File: src/rtl/pipe_stage_reg.sv
// ----------------------------------------------------------------------------
// pipe_stage_reg
//   Parametrised inter-stage pipeline register with a valid/ready handshake on
//   both sides, a synchronous flush, and an optional skid entry. With the skid
//   entry enabled, ready_o comes straight from a flop. This breaks the
//   combinational ready path from downstream to upstream.
//
// Parameters
//   DATA_W     payload width in bits (>= 1)
//   RESET_VAL  payload value of both entries after reset
//   FLUSH_VAL  payload value loaded into both entries on flush
//   SKID       1: main + skid entry, registered ready_o
//              0: single entry, combinational ready_o
//
// Ports
//   clk_i    in   1       clock, rising edge
//   rst_i    in   1       asynchronous active-low reset
//   valid_i  in   1       upstream payload valid
//   data_i   in   DATA_W  upstream payload
//   ready_o  out  1       stage accepts a payload this cycle
//   valid_o  out  1       main entry holds a valid payload
//   data_o   out  DATA_W  main entry payload
//   ready_i  in   1       downstream accepts the payload this cycle
//   flush_i  in   1       synchronous squash of held and incoming payloads
//   count_o  out  2       occupancy (main + skid), 0..2
// ----------------------------------------------------------------------------
module pipe_stage_reg #(
   parameter int                 DATA_W    = 32,
   parameter logic [DATA_W-1:0]  RESET_VAL = '0,
   parameter logic [DATA_W-1:0]  FLUSH_VAL = '0,
   parameter bit                 SKID      = 1'b1
) (
   input  logic              clk_i,
   input  logic              rst_i,
   input  logic              valid_i,
   input  logic [DATA_W-1:0] data_i,
   output logic              ready_o,
   output logic              valid_o,
   output logic [DATA_W-1:0] data_o,
   input  logic              ready_i,
   input  logic              flush_i,
   output logic [1:0]        count_o
);

   logic              main_vld_p0;
   logic [DATA_W-1:0] main_dat_p0;
   logic              skid_vld_p0;
   logic              main_free;

   // The main entry is free next cycle when it is empty or is drained now.
   assign main_free = ~main_vld_p0 | ready_i;

   generate
      if (SKID) begin : g_skid
         logic              in_xfer;
         logic [DATA_W-1:0] skid_dat_p0;

         assign in_xfer = valid_i & ready_o;
         // Registered ready: the skid slot absorbs the one payload that can
         // arrive in the cycle the downstream stage first stalls.
         assign ready_o = ~skid_vld_p0;

         // ---- stage boundary: upstream -> main/skid entries ----
         always_ff @(posedge clk_i or negedge rst_i) begin
            if (!rst_i) begin
               main_vld_p0 <= 1'b0;
               skid_vld_p0 <= 1'b0;
               main_dat_p0 <= RESET_VAL;
               skid_dat_p0 <= RESET_VAL;
            end else if (flush_i) begin
               main_vld_p0 <= 1'b0;
               skid_vld_p0 <= 1'b0;
               main_dat_p0 <= FLUSH_VAL;
               skid_dat_p0 <= FLUSH_VAL;
            end else if (main_free) begin
               if (skid_vld_p0) begin
                  // Older skid payload goes first. ready_o is low, so no
                  // new payload can arrive in this cycle.
                  main_vld_p0 <= 1'b1;
                  main_dat_p0 <= skid_dat_p0;
                  skid_vld_p0 <= 1'b0;
               end else if (valid_i) begin
                  main_vld_p0 <= 1'b1;
                  main_dat_p0 <= data_i;
               end else begin
                  main_vld_p0 <= 1'b0;
               end
            end else if (in_xfer) begin
               skid_vld_p0 <= 1'b1;
               skid_dat_p0 <= data_i;
            end
         end
      end else begin : g_noskid
         assign skid_vld_p0 = 1'b0;
         assign ready_o     = main_free;

         // ---- stage boundary: upstream -> main entry ----
         always_ff @(posedge clk_i or negedge rst_i) begin
            if (!rst_i) begin
               main_vld_p0 <= 1'b0;
               main_dat_p0 <= RESET_VAL;
            end else if (flush_i) begin
               main_vld_p0 <= 1'b0;
               main_dat_p0 <= FLUSH_VAL;
            end else if (main_free) begin
               main_vld_p0 <= valid_i;
               if (valid_i) begin
                  main_dat_p0 <= data_i;
               end
            end
         end
      end
   endgenerate

   assign valid_o = main_vld_p0;
   assign data_o  = main_dat_p0;
   assign count_o = {1'b0, main_vld_p0} + {1'b0, skid_vld_p0};

endmodule
File: config.mk
export PLATFORM = sky130hd
export DESIGN_NAME = pipe_stage_reg
export DESIGN_NICKNAME = d
export VERILOG_FILES = /design/src/rtl/pipe_stage_reg.sv
export SDC_FILE = /design/constraint.sdc
export NUM_CORES = 1
export LEC_CHECK = 0
export CAP_MARGIN = 20
export CORE_MARGIN = 5
export CORE_UTILIZATION = 48
export DETAILED_ROUTE_END_ITERATION = 6
export HOLD_SLACK_MARGIN = 0.15
export PLACE_DENSITY_LB_ADDON = 0.05
export SETUP_SLACK_MARGIN = 0.4
export SYNTH_ARGS = -nofsm -noshare
export SYNTH_HDL_FRONTEND = slang
export SYNTH_SLANG_ARGS = --single-unit
File: constraint.sdc
create_clock -name clk_i -period 1.9 [get_ports clk_i]
set_clock_uncertainty 0.2 [all_clocks]
set_input_delay 0.38 -clock clk_i [delete_from_list [all_inputs] [get_ports clk_i]]
set_output_delay 0.38 -clock clk_i [all_outputs]
set_load 0.02 [all_outputs]
# Word-level counts from Yosys, hierarchy flattened
# Index checks and enable logic that the tools add are counted.
# totals
register_bits,66
inputBits,37
output_inout_bits,36
# classes
add_sub_neg,1
eq_ne,1
mux,14
bitwise,4
reduce_logical,6
# op_table
cell,count
2-to-1 mux 32 bit,7
2-to-1 mux 1 bit,7
nonzero test 3 bit,2
AND reduction 2 bit,2
nonzero test 2 bit,2
adder 1 x 1 -> 2 bit,1
!= test 2 bit (second input constant),1
NOT 1 bit,2
bitwise AND 1 bit,1
OR 1 bit,1

# Logic depth before layout (Yosys ltp)
# Gate-level depths: netlist of run 1.
# depth
depth_word,5
mapped_depth,6

# Least setup slack after synthesis of run 1
# Ideal clock, no wire load.
# synth_path
path_type,reg-to-reg
from,register main_vld_p0 (netlist: valid_o)
to,register g_skid.skid_dat_p0[10]
arrival_ns,1.282
setup_slack_ns,0.297
stages_incl_launch_ff,5
path_buffers,1
path_cell_list,dfrtp_1 > nor4bb_4 > nor2_1 > buf_2 > a22o_1
# synth_via
elab_chain_len,4
# synth_rtl
element,line,source
from (decl),45,logic main_vld_p0;
from (signal assigned),66,main_vld_p0 <= 1'b0;
from (signal assigned),71,main_vld_p0 <= 1'b0;
from (signal assigned),79,main_vld_p0 <= 1'b1;
NOT 1 bit,51,assign main_free = ~main_vld_p0 | ready_i;
OR 1 bit,51,
!= test 2 bit (no line),n/a,
AND reduction 2 bit (no line),n/a,
to (signal assigned),90,skid_dat_p0 <= data_i;
to (decl),56,logic [DATA_W-1:0] skid_dat_p0;
# Every way passes these cells.
# A chain may end at the register's enable or synchronous reset.

# Final worst setup path of run 1
# layout_path
from,register skid_vld_p0
to,output count_o[0]
# layout_via
elab_chain_len,1
# layout_rtl
element,line,source
from (decl),47,logic skid_vld_p0;
from (signal assigned),67,skid_vld_p0 <= 1'b0;
from (signal assigned),72,skid_vld_p0 <= 1'b0;
from (signal assigned),81,skid_vld_p0 <= 1'b0;
adder 1 x 1 -> 2 bit,117,"assign count_o = {1'b0, main_vld_p0} + {1'b0, skid_vld_p0};"
to (decl),42,output logic [1:0] count_o
# Every way passes these cells.

==> metrics.yaml, run 1 <==
synthesis:
  synth-compound-area-share_pct: 20.9
  yosys.area.top_type: "dfrtp_1"
  syn_avg_cell_area_um2: 14.3
  synthFlopType: "dfrtp_1"
  synth_nets: 230
  synthXorXnorAreaFrac_pct: 0
  yosysWarnings: 0
  synth-adder-area-share_pct: 0.455
  ys_async_sr_fraction_pct: 100
  synth-edff-count: 0
  synthCells: 192
  synthMuxAreaShare_pct: 11.7
  synth_cell_types: 19
  synth-simple-area-share_pct: 2.23
  yosysMostFrequentCell: "dfrtp_1"
  ys_seq_area_share_pct: 60.1
  netlist_top_cells_count: "dfrtp_1, a22o_1, mux2i_1, o2bb2ai_1, buf_2"
  ys_ff_latch: 66
  synth_area_um2: 2750
  netlist.area_leader.share_pct: 60.1
  synth_top_family_by_area: "compound AO/OA/AOI/OAI gates"
  synth.top_cells.by_area: "dfrtp_1, mux2i_1, a22o_1"
routing:
  wl_per_cell_um: 18.6
  drt-total-wl_um: 6730
  drc: 0
  via_per_inst: 5.54
  drt-initial-drc-count: 73
  drtPass1Iterations: 4
  ant_nets: 0
  via_count: 2006
critical_path:
  worstSetupStartpointType: "flop"
  critPathCaptureType: "primary output"
  critical_path_class: "reg2out"
  crit_required_ns: 1.32
  worstPathMaxFanout: 3
  ff2ff_setup_slack_ns: 0.17
  arrival_ns: 1.16
sta:
  fin_ws_ns: 0.159
  rsz0062_at_grt: "yes"
  tightestPinTransition_ns: 0.368
  max_clock_freq_ghz: 0.574
  finalHoldViolCount: 0
  relSlewSlack_pct: 75.5
  period_minus_slack_ns: 1.74
  slew_violations: 0
  setup_viol: 0
  post-route-period-util_pct: 91.7
floorplanning:
  rows: 27
  die_y_um: 85.7
  core_um2: 5540
  num_io_pins: 73
  initial_utilization_pct: 49.6
  fp.dieW_um: 85.7
  die_area_um2: 7340
global_routing:
  track_usage_pct: 18.8
  overflow: 0
  grt_max_degree: 53
  antenna_found_initial: 0
  grt_pass1_vias: 2149
  grt_pass1_wl_um: 10700
job:
  timing.max_cap.violations: 0
pwr:
  powerDensity_nw_per_um2: 864
  power.total_mw: 3.41
  p_leak_nw: 1.79
  ir_worst_vdd_mv: 0.678
final_layout:
  nNetsFinal: 323
  fin_util_pct: 71.2
  area_growth_pct: 43.6
  drive_gt1_share_pct: 32.1
  num_antenna_cells: 0
clock_network:
  path_clk_slew_ns: 0.07
  cts_tree: "built"
  h-tree-depth: 3
  cts_max_path_buffers: 2
  clock_latency_ns: 0.34
  clock-sinks: 66
  root_buffer: "clkbuf_8"
  numCtsBuffers: 9
hold_path:
  min_path_type: "reg2reg"
placed_design:
  dp.final_hpwl_um: 4210
  detailedPlace.worstSlack_ns: -0.116
  gp_congestion: 0.766
  portBuffers: 72
outcome:
  status: "finished, final reports clean"
[layer usage]
layer | wire length (um) | global-route usage (%)
met1 | 3010 | 25.2
met2 | 3310 | 29.6
met3 | 310 | 4.61
met4 | 89 | 6.91
met5 | 0 | 0
[logic make-up after synthesis]
logic type | after synthesis
buffers and inverters | 19
muxes | 32
DFF | 66
adders and majority gates | 1
and+or+nand+nor | 8
AOI/OAI and AO/OA | 66
[what timing repair did]
action,4_1_cts,5_1_grt
cloned,1,1
pin swaps,2,1
hold buffers,1,0
hold endpoints to repair,66,0
resized for setup,158,27
setup endpoints to repair,100,79
buffers inserted,1,9
[stage by stage]
stage / hold slack, ns / setup TNS [ns] / cell area, um^2 / std cells
detailed placement: 0.114 / -4.07 / 3610 / 333
finish: 0.284 / 0 / 3950 / 362
floorplan: -0.116 / 0 / 2790 / 192
global placement: 0.112 / -2.60 / 3610 / 333
global route: 0.302 / 0 / 3950 / 362
CTS: 0.284 / 0 / 3770 / 352
[worst paths after layout]
path / from / to / depth (start not counted)
worst max-delay path: skid_vld_p0 / count_o[0] / 2
worst min-delay path: data_o[8] / data_o[8] / 1
worst max register to register: skid_vld_p0 / g_skid.skid_dat_p0[19] / 5
worst min register to register: data_o[8] / data_o[8] / 1
max in group asynchronous: rst_i / valid_o / 3
min in group asynchronous: rst_i / g_skid.skid_dat_p0[1] / 2
[layout by cell type (no fill, tap or decap), types with 2 or more instances in the layout]
master and n:
dfrtp_1 64, clkdlybuf4s50_1 35, mux2i_1 32, a22o_1 32, o2bb2ai_1 28, buf_2 26, buf_6 17, buf_4 13
clkbuf_8 9, buf_12 5, o2bb2ai_2 4, bufinv_16 3, clkinv_4 2, dfrtp_2 2
[critical path, cell delays in order (launching register included)]
cell and delay, ns:
dfrtp_2 0.45, ha_4 0.28, buf_6 0.10
[sequential cells by signal, summed over array words and instances (netlist names)]
signal and cells:
skid_vld_p0 1, g_skid.skid_dat_p0 32, valid_o 1, data_o 32
[area by class of cell]
type                            count  area, um^2
Clock buffer                       10         128
Clock inverter                      6         115
Fill cell                         396        1600
Inverter                            2        7.51
Multi-Input combinational cell    107        1030
Sequential cell                    66        1650
Tap cell                           72        90.1
Timing Repair Buffer               99         922
[power by group]
part           switching, mW  leakage (nW)  internal, mW
Combinational          0.241         0.778         0.236
Clock                  0.548         0.117         0.877
Sequential            0.0382         0.895          1.47
Note: power is estimated with default switching activity, not from simulation.
==> run 2: changes to the inputs <==
--- a/config.mk
+++ b/config.mk
@@ -5,7 +5,6 @@
 export SDC_FILE = /design/constraint.sdc
 export NUM_CORES = 1
 export LEC_CHECK = 0
-export CAP_MARGIN = 20
 export CORE_MARGIN = 5
 export CORE_UTILIZATION = 48
 export DETAILED_ROUTE_END_ITERATION = 6
==> results of run 2 <==
No change in the layout: final DEF, timing and power equal those of run 1.
==> RTL change 1 (config.mk and constraints of run 1) <==
The parameter `SKID` goes from 1'b1 to 1'b0.
--- a/src/rtl/pipe_stage_reg.sv
+++ b/src/rtl/pipe_stage_reg.sv
@@ -28,7 +28,7 @@
    parameter int                 DATA_W    = 32,
    parameter logic [DATA_W-1:0]  RESET_VAL = '0,
    parameter logic [DATA_W-1:0]  FLUSH_VAL = '0,
-   parameter bit                 SKID      = 1'b1
+   parameter bit                 SKID      = 1'b0
 ) (
    input  logic              clk_i,
    input  logic              rst_i,
Function: changed (a bounded check fails within 4 cycles, from zero or initial values and one cycle with rst_i low).
==> RTL change 1 against run 1 <==
Worst setup slack better by 0.18 ns; sequential cell count fell by 33; first-iteration DRC count up 64%; global-route usage is 0.67 points lower; combinational power is 27% lower; final area down 42%; synthesized area is 41% lower; utilization decreased by 1.8 points; routed wire length is 43% lower; hold slack worse by 0.034 ns; register-to-register slack improved by 0.22 ns; power decreased by 56%; clock power is 73% lower; critical path type unchanged; critical endpoint is now ready_o.
==> RTL change 1: results (changes against run 1) <==
status:
  status: "complete, no violations"
global_routing:
  met2_usage_pct: 29.4  # -0.23 points
  grt_max_degree: 66  # +25%
  grt_pass1_wl_mm: 6.15  # -43%
  grtUsageTotal_pct: 18.1  # -0.67 points
  use_met3_pct: 5.09  # +0.48 points
  use_met1_pct: 22.3  # -2.8 points
  grt_pass1_vias: 1347  # -37%
  grt_antenna_before_repair: 0  # unchanged
logic_synthesis:
  synth_area_leaders: "dfrtp_1, a21bo_2, nand3_1"
  synth_seq_area_share_pct: 50.7  # -9.4 points
  syn_nets: 190  # -17%
  synth_common_cells: "dfrtp_1, nand3_1, a21oi_1"
  yosysWarnings: 0  # unchanged
  ys_types: 14  # -5
  async_flop_share_pct: 100  # unchanged
  syn_area_per_cell_um2: 10.6  # -26%
  synth_edf_count: 0  # unchanged
clock_tree:
  cts_buffers: 5  # -4
  clockRootBuffer: "clkbuf_4"
  htreeDepth: 2  # -1
  clkLatencyLatePin_ns: 0.32  # -0.02 ns
  cts.clk_slew.worst_paths_ns: 0.10  # +0.03 ns
  cts_buffer_depth: 2  # unchanged
route:
  via_count: 1361  # -32%
  drt-initial-drc-count: 120  # +64%
  wl_per_cell_um: 14.5  # -22%
  drt_pass1_iterations: 4  # unchanged
cells_and_area:
  instances_no_fill: 264  # -27%
  drive_above_1_share_pct: 38.1  # +6.0 points
  antenna_cells: 0  # unchanged
  largest_reg_flops: 32
hold_path:
  holdCritPathClass: "input pin to async pin"
placement:
  gp_congestion: 0.619  # -19%
  io_buffers: 71  # -1.4%
  hpwl_mm: 2.54  # -40%
  numPlacedInstances: 255  # -23%
timing:
  finalSetupViolCount: 0  # unchanged
  hold_viol: 0  # unchanged
  hold-worst-slack_ns: 0.250  # -0.0340 ns
power_and_ir_drop:
  ir_drop_uv: 699  # +3.0%
  leakagePower_nw: 1.07  # -40%
critical_path:
  cp.arrival_ns: 0.98  # -0.18 ns
  worstPathMaxFanout: 3  # unchanged
RTL change 1: cell count changes in the layout (fill, tap and decap cells not counted), sizes merged, moves of 2 or more:
cell,change
clkinv,-2
dfrtp,-33
nor2,-2
clkbuf,-2
bufinv,-3
a22o,-32
a21bo,+32
mux2i,-32
buf,-21
o2bb2ai,-32
nand3,+31
a21oi,+31
RTL change 1: logic make-up after synthesis:
family / count (synthesis) / synth area share, %
AOI/OAI and AO/OA: 65 / 31.2
DFF: 33 / 50.7
and+or+nand+nor: 33 / 10.7
buffers and inverters: 21 / 7.15
other: 1 / 0.230
RTL change 1: worst max-delay path, cell delays in order (launching register included):
cell and delay (ns):
dfrtp_2 0.45, nand2b_4 0.09, buf_6 0.12
RTL change 1: what timing repair did:
item / 4_1_cts / 5_1_grt
setup buffers: 1 / 1
endpoints found under the setup margin: 68 / 44
hold endpoints to repair: 0 / 0
resized for setup: 151 / 15
RTL change 1: cell type report:
| class | count | area, um2 |
|---|---|---|
| Tap cell | 46 | 57.6 |
| Sequential cell | 33 | 827 |
| Multi-Input combinational cell | 99 | 686 |
| Timing Repair Buffer | 78 | 669 |
| Clock buffer | 7 | 55.1 |
| Inverter | 1 | 3.75 |
| Fill cell | 294 | 1010 |
RTL change 1: through the flow:
stage / instance area (um2) / setup WS [ns] / total power, mW / utilization, % / TNS (ns)
detailed placement: 2330 / -0.251 / 1.15 / 70.3 / -5.97
global route: 2300 / 0.291 / 1.59 / 69.4 / 0
floorplan: 1630 / 0.448 / 0.960 / - / 0
global placement: 2330 / -0.254 / 1.14 / 70.3 / -5.42
finish: 2300 / 0.337 / 1.50 / 69.4 / 0
CTS: 2240 / 0.315 / 1.51 / 67.8 / 0
RTL change 1: power by group:
group / leakage, nW / switching, mW / internal [mW]
Sequential: 0.440 / 0.0205 / 0.741
Combinational: 0.603 / 0.174 / 0.176
Clock: 0.0314 / 0.217 / 0.175
Total: 1.07 / 0.411 / 1.09
RTL change 1: final timing paths:
path | startpoint | to | slack [ns] | cells after the start
max reg2reg | valid_o | data_o[10] | 0.39 | 4
min reg2reg | data_o[31] | data_o[31] | 0.44 | 2
min | rst_i | data_o[31] | 0.25 | 2
max in group asynchronous | rst_i | valid_o | 0.93 | 2
min in group clk_i | valid_i | valid_o | 0.32 | 4
max | valid_o | ready_o | 0.34 | 2
RTL change 1: routing by layer:
metal,wire length (um),part of all wire [%]
met1,1610,42
met2,1880,49
met3,296,7.7
met4,42,1.1
met5,0,0
==> RTL change 2 (flow settings as in run 1) <==
Without the edit above. Reset style: synchronous (`rst_i`), changed in 2 clocked blocks. Comments in the files are not updated.
--- a/src/rtl/pipe_stage_reg.sv
+++ b/src/rtl/pipe_stage_reg.sv
@@ -61,7 +61,7 @@
          assign ready_o = ~skid_vld_p0;
 
          // ---- stage boundary: upstream -> main/skid entries ----
-         always_ff @(posedge clk_i or negedge rst_i) begin
+         always_ff @(posedge clk_i) begin
             if (!rst_i) begin
                main_vld_p0 <= 1'b0;
                skid_vld_p0 <= 1'b0;
@@ -95,7 +95,7 @@
          assign ready_o     = main_free;
 
          // ---- stage boundary: upstream -> main entry ----
-         always_ff @(posedge clk_i or negedge rst_i) begin
+         always_ff @(posedge clk_i) begin
             if (!rst_i) begin
                main_vld_p0 <= 1'b0;
                main_dat_p0 <= RESET_VAL;
Function: differs if rst_i is asserted again (counterexample within 4 cycles, from zero or initial values and one cycle with rst_i low); with rst_i held inactive, the same outputs for 10 cycles.
==> RTL change 2 against run 1 <==
Count of clock-buffer cells in the layout is 3 higher; clock power down 15%; final area up 6.5%; global-route usage up 2.3 points; routed wire length rose by 21%; synthesized area is 3.1% higher; sequential cell count unchanged; worst setup slack improved by 0.054 ns; die area increased by 2.7%; power down 8.2%; largest cell class is now multi-input gates.
==> RTL change 2: results (changes against run 1) <==
power_and_ir_drop:
  leakagePower_nw: 1.50  # -16%
  swShare_pct: 25.2  # +0.86 points
  ir_drop_uv: 511  # -25%
critical_path:
  cp_top_family: "buffers and inverters"
  cp.arrival_ns: 1.11  # -0.05 ns
  cp_slowest_cell: "dfxtp_4"
  cpPeakStageDelay_ns: 0.37  # -0.08 ns
  worstPathMaxFanout: 4  # +1
  r2r_slack_ns: 0.22  # +0.05 ns
global_routing:
  grtUsageTotal_pct: 21.1  # +2.3 points
  grt_pass1_wl_mm: 12.2  # +14%
  use_met1_pct: 26.7  # +1.6 points
  grt_max_degree: 31  # -42%
  use_met3_pct: 3.99  # -0.62 points
  met2_usage_pct: 33.5  # +3.9 points
  grt_pass1_vias: 2446  # +14%
logic_synthesis:
  synth_seq_area_share_pct: 46.7  # -13 points
  synth_common_cells: "dfxtp_1, a21oi_1, nand2_1"
  async_flop_share_pct: 0  # -100 points
  synth_area_leaders: "dfxtp_1, a211oi_2, a21oi_1"
  ys_types: 18  # -1
placement:
  hpwl_mm: 4.60  # +9.1%
  dp_slack_ns: -0.191  # -0.0754 ns
  gp_congestion: 0.711  # -7.1%
timing:
  min_period_over_period_pct: 88.8  # -2.9 points
  hold-worst-slack_ns: 0.254  # -0.0301 ns
  tightest_slew_ns: 0.207  # -0.161 ns
clock_tree:
  clockRootBuffer: "clkbuf_8"
route:
  wl_per_cell_um: 17.6  # -5.3%
  viasPerCell: 5.45  # -1.6%
  drt-initial-drc-count: 154  # +110%
cells_and_area:
  n_fill_cell: 445  # +12%
  drive_above_1_share_pct: 44.0  # +12 points
  nNetsFinal: 423  # +31%
status:
  status: "complete, no violations"
-- RTL change 2: cell count changes after synthesis, sizes merged, moves of 5 or more --
cell     delta
a21oi      +63
a211oi     +32
clkbuf     +19
dfrtp      -66
a22o       -32
o2bb2ai    -32
dfxtp      +66
nand2      +64
buf         -5
-- RTL change 2: what timing repair did --
action,in CTS,in global routing
setup endpoints to repair,100,69
resized for setup,177,67
pin swaps,3,13
cloned,3,2
buffers inserted,8,1
hold endpoints to repair,0,0
-- RTL change 2: area by class of cell --
class | count | share of cell area [%]
Timing Repair Buffer | 103 | 22.9
Sequential cell | 66 | 31.6
Clock buffer | 13 | 4.02
Multi-Input combinational cell | 204 | 38.3
Inverter | 1 | 0.0893
Clock inverter | 2 | 0.834
Tap cell | 75 | 2.23
-- RTL change 2: cell families after synthesis --
family | count (synthesis) | synth area share (%)
AOI/OAI and AO/OA | 97 | 25.3
adders and majority gates | 1 | 0.442
muxes | 32 | 11.3
and+or+nand+nor | 72 | 10.4
buffers and inverters | 32 | 5.88
DFF | 66 | 46.7
-- RTL change 2: metal layers --
| metal | part of all wire, % | vias up |
|---|---|---|
| li1 | - | 1227 |
| met1 | 43 | 1203 |
| met2 | 48 | 85 |
| met3 | 6.3 | 15 |
| met4 | 1.9 | 0 |
| met5 | 0 | - |
-- RTL change 2: path summary, 6_finish.rpt --
path                                             from                endpoint  depth (start not counted)
worst max-delay path                      skid_vld_p0                 ready_o                          4
worst min-delay path            g_skid.skid_dat_p0[5]   g_skid.skid_dat_p0[5]                          2
worst max register to register            skid_vld_p0  g_skid.skid_dat_p0[10]                          7
worst min register to register  g_skid.skid_dat_p0[5]   g_skid.skid_dat_p0[5]                          2
-- RTL change 2: metrics by stage --
step / instance area [um2] / power, mW / std cells / TNS, ns / utilization, %
floorplan: 2840 / 1.69 / 300 / 0 / -
global placement: 3680 / 1.88 / 435 / -6.19 / 63.3
detailed placement: 3680 / 1.88 / 435 / -7.57 / 63.3
CTS: 3920 / 3.10 / 461 / 0 / 67.4
global route: 4200 / 3.25 / 464 / 0 / 72.3
finish: 4200 / 3.13 / 464 / 0 / 72.3
-- RTL change 2: worst reg2reg max path, delay by kind of cell, from the launching register on --
kind            cells  cell delay (ns)
buf+inv             4             0.58
flops               1             0.37
compound gates      1             0.14
simple gates        2             0.32
-- RTL change 2: power by group through the flow --
stage	clock (mW)	sequential, mW	combinational (mW)
after floorplan	0	1.51	0.181
after global placement	0	1.47	0.411
after detailed placement	0	1.47	0.414
after CTS	1.24	1.44	0.421
after global routing	1.31	1.44	0.494
final	1.22	1.44	0.466
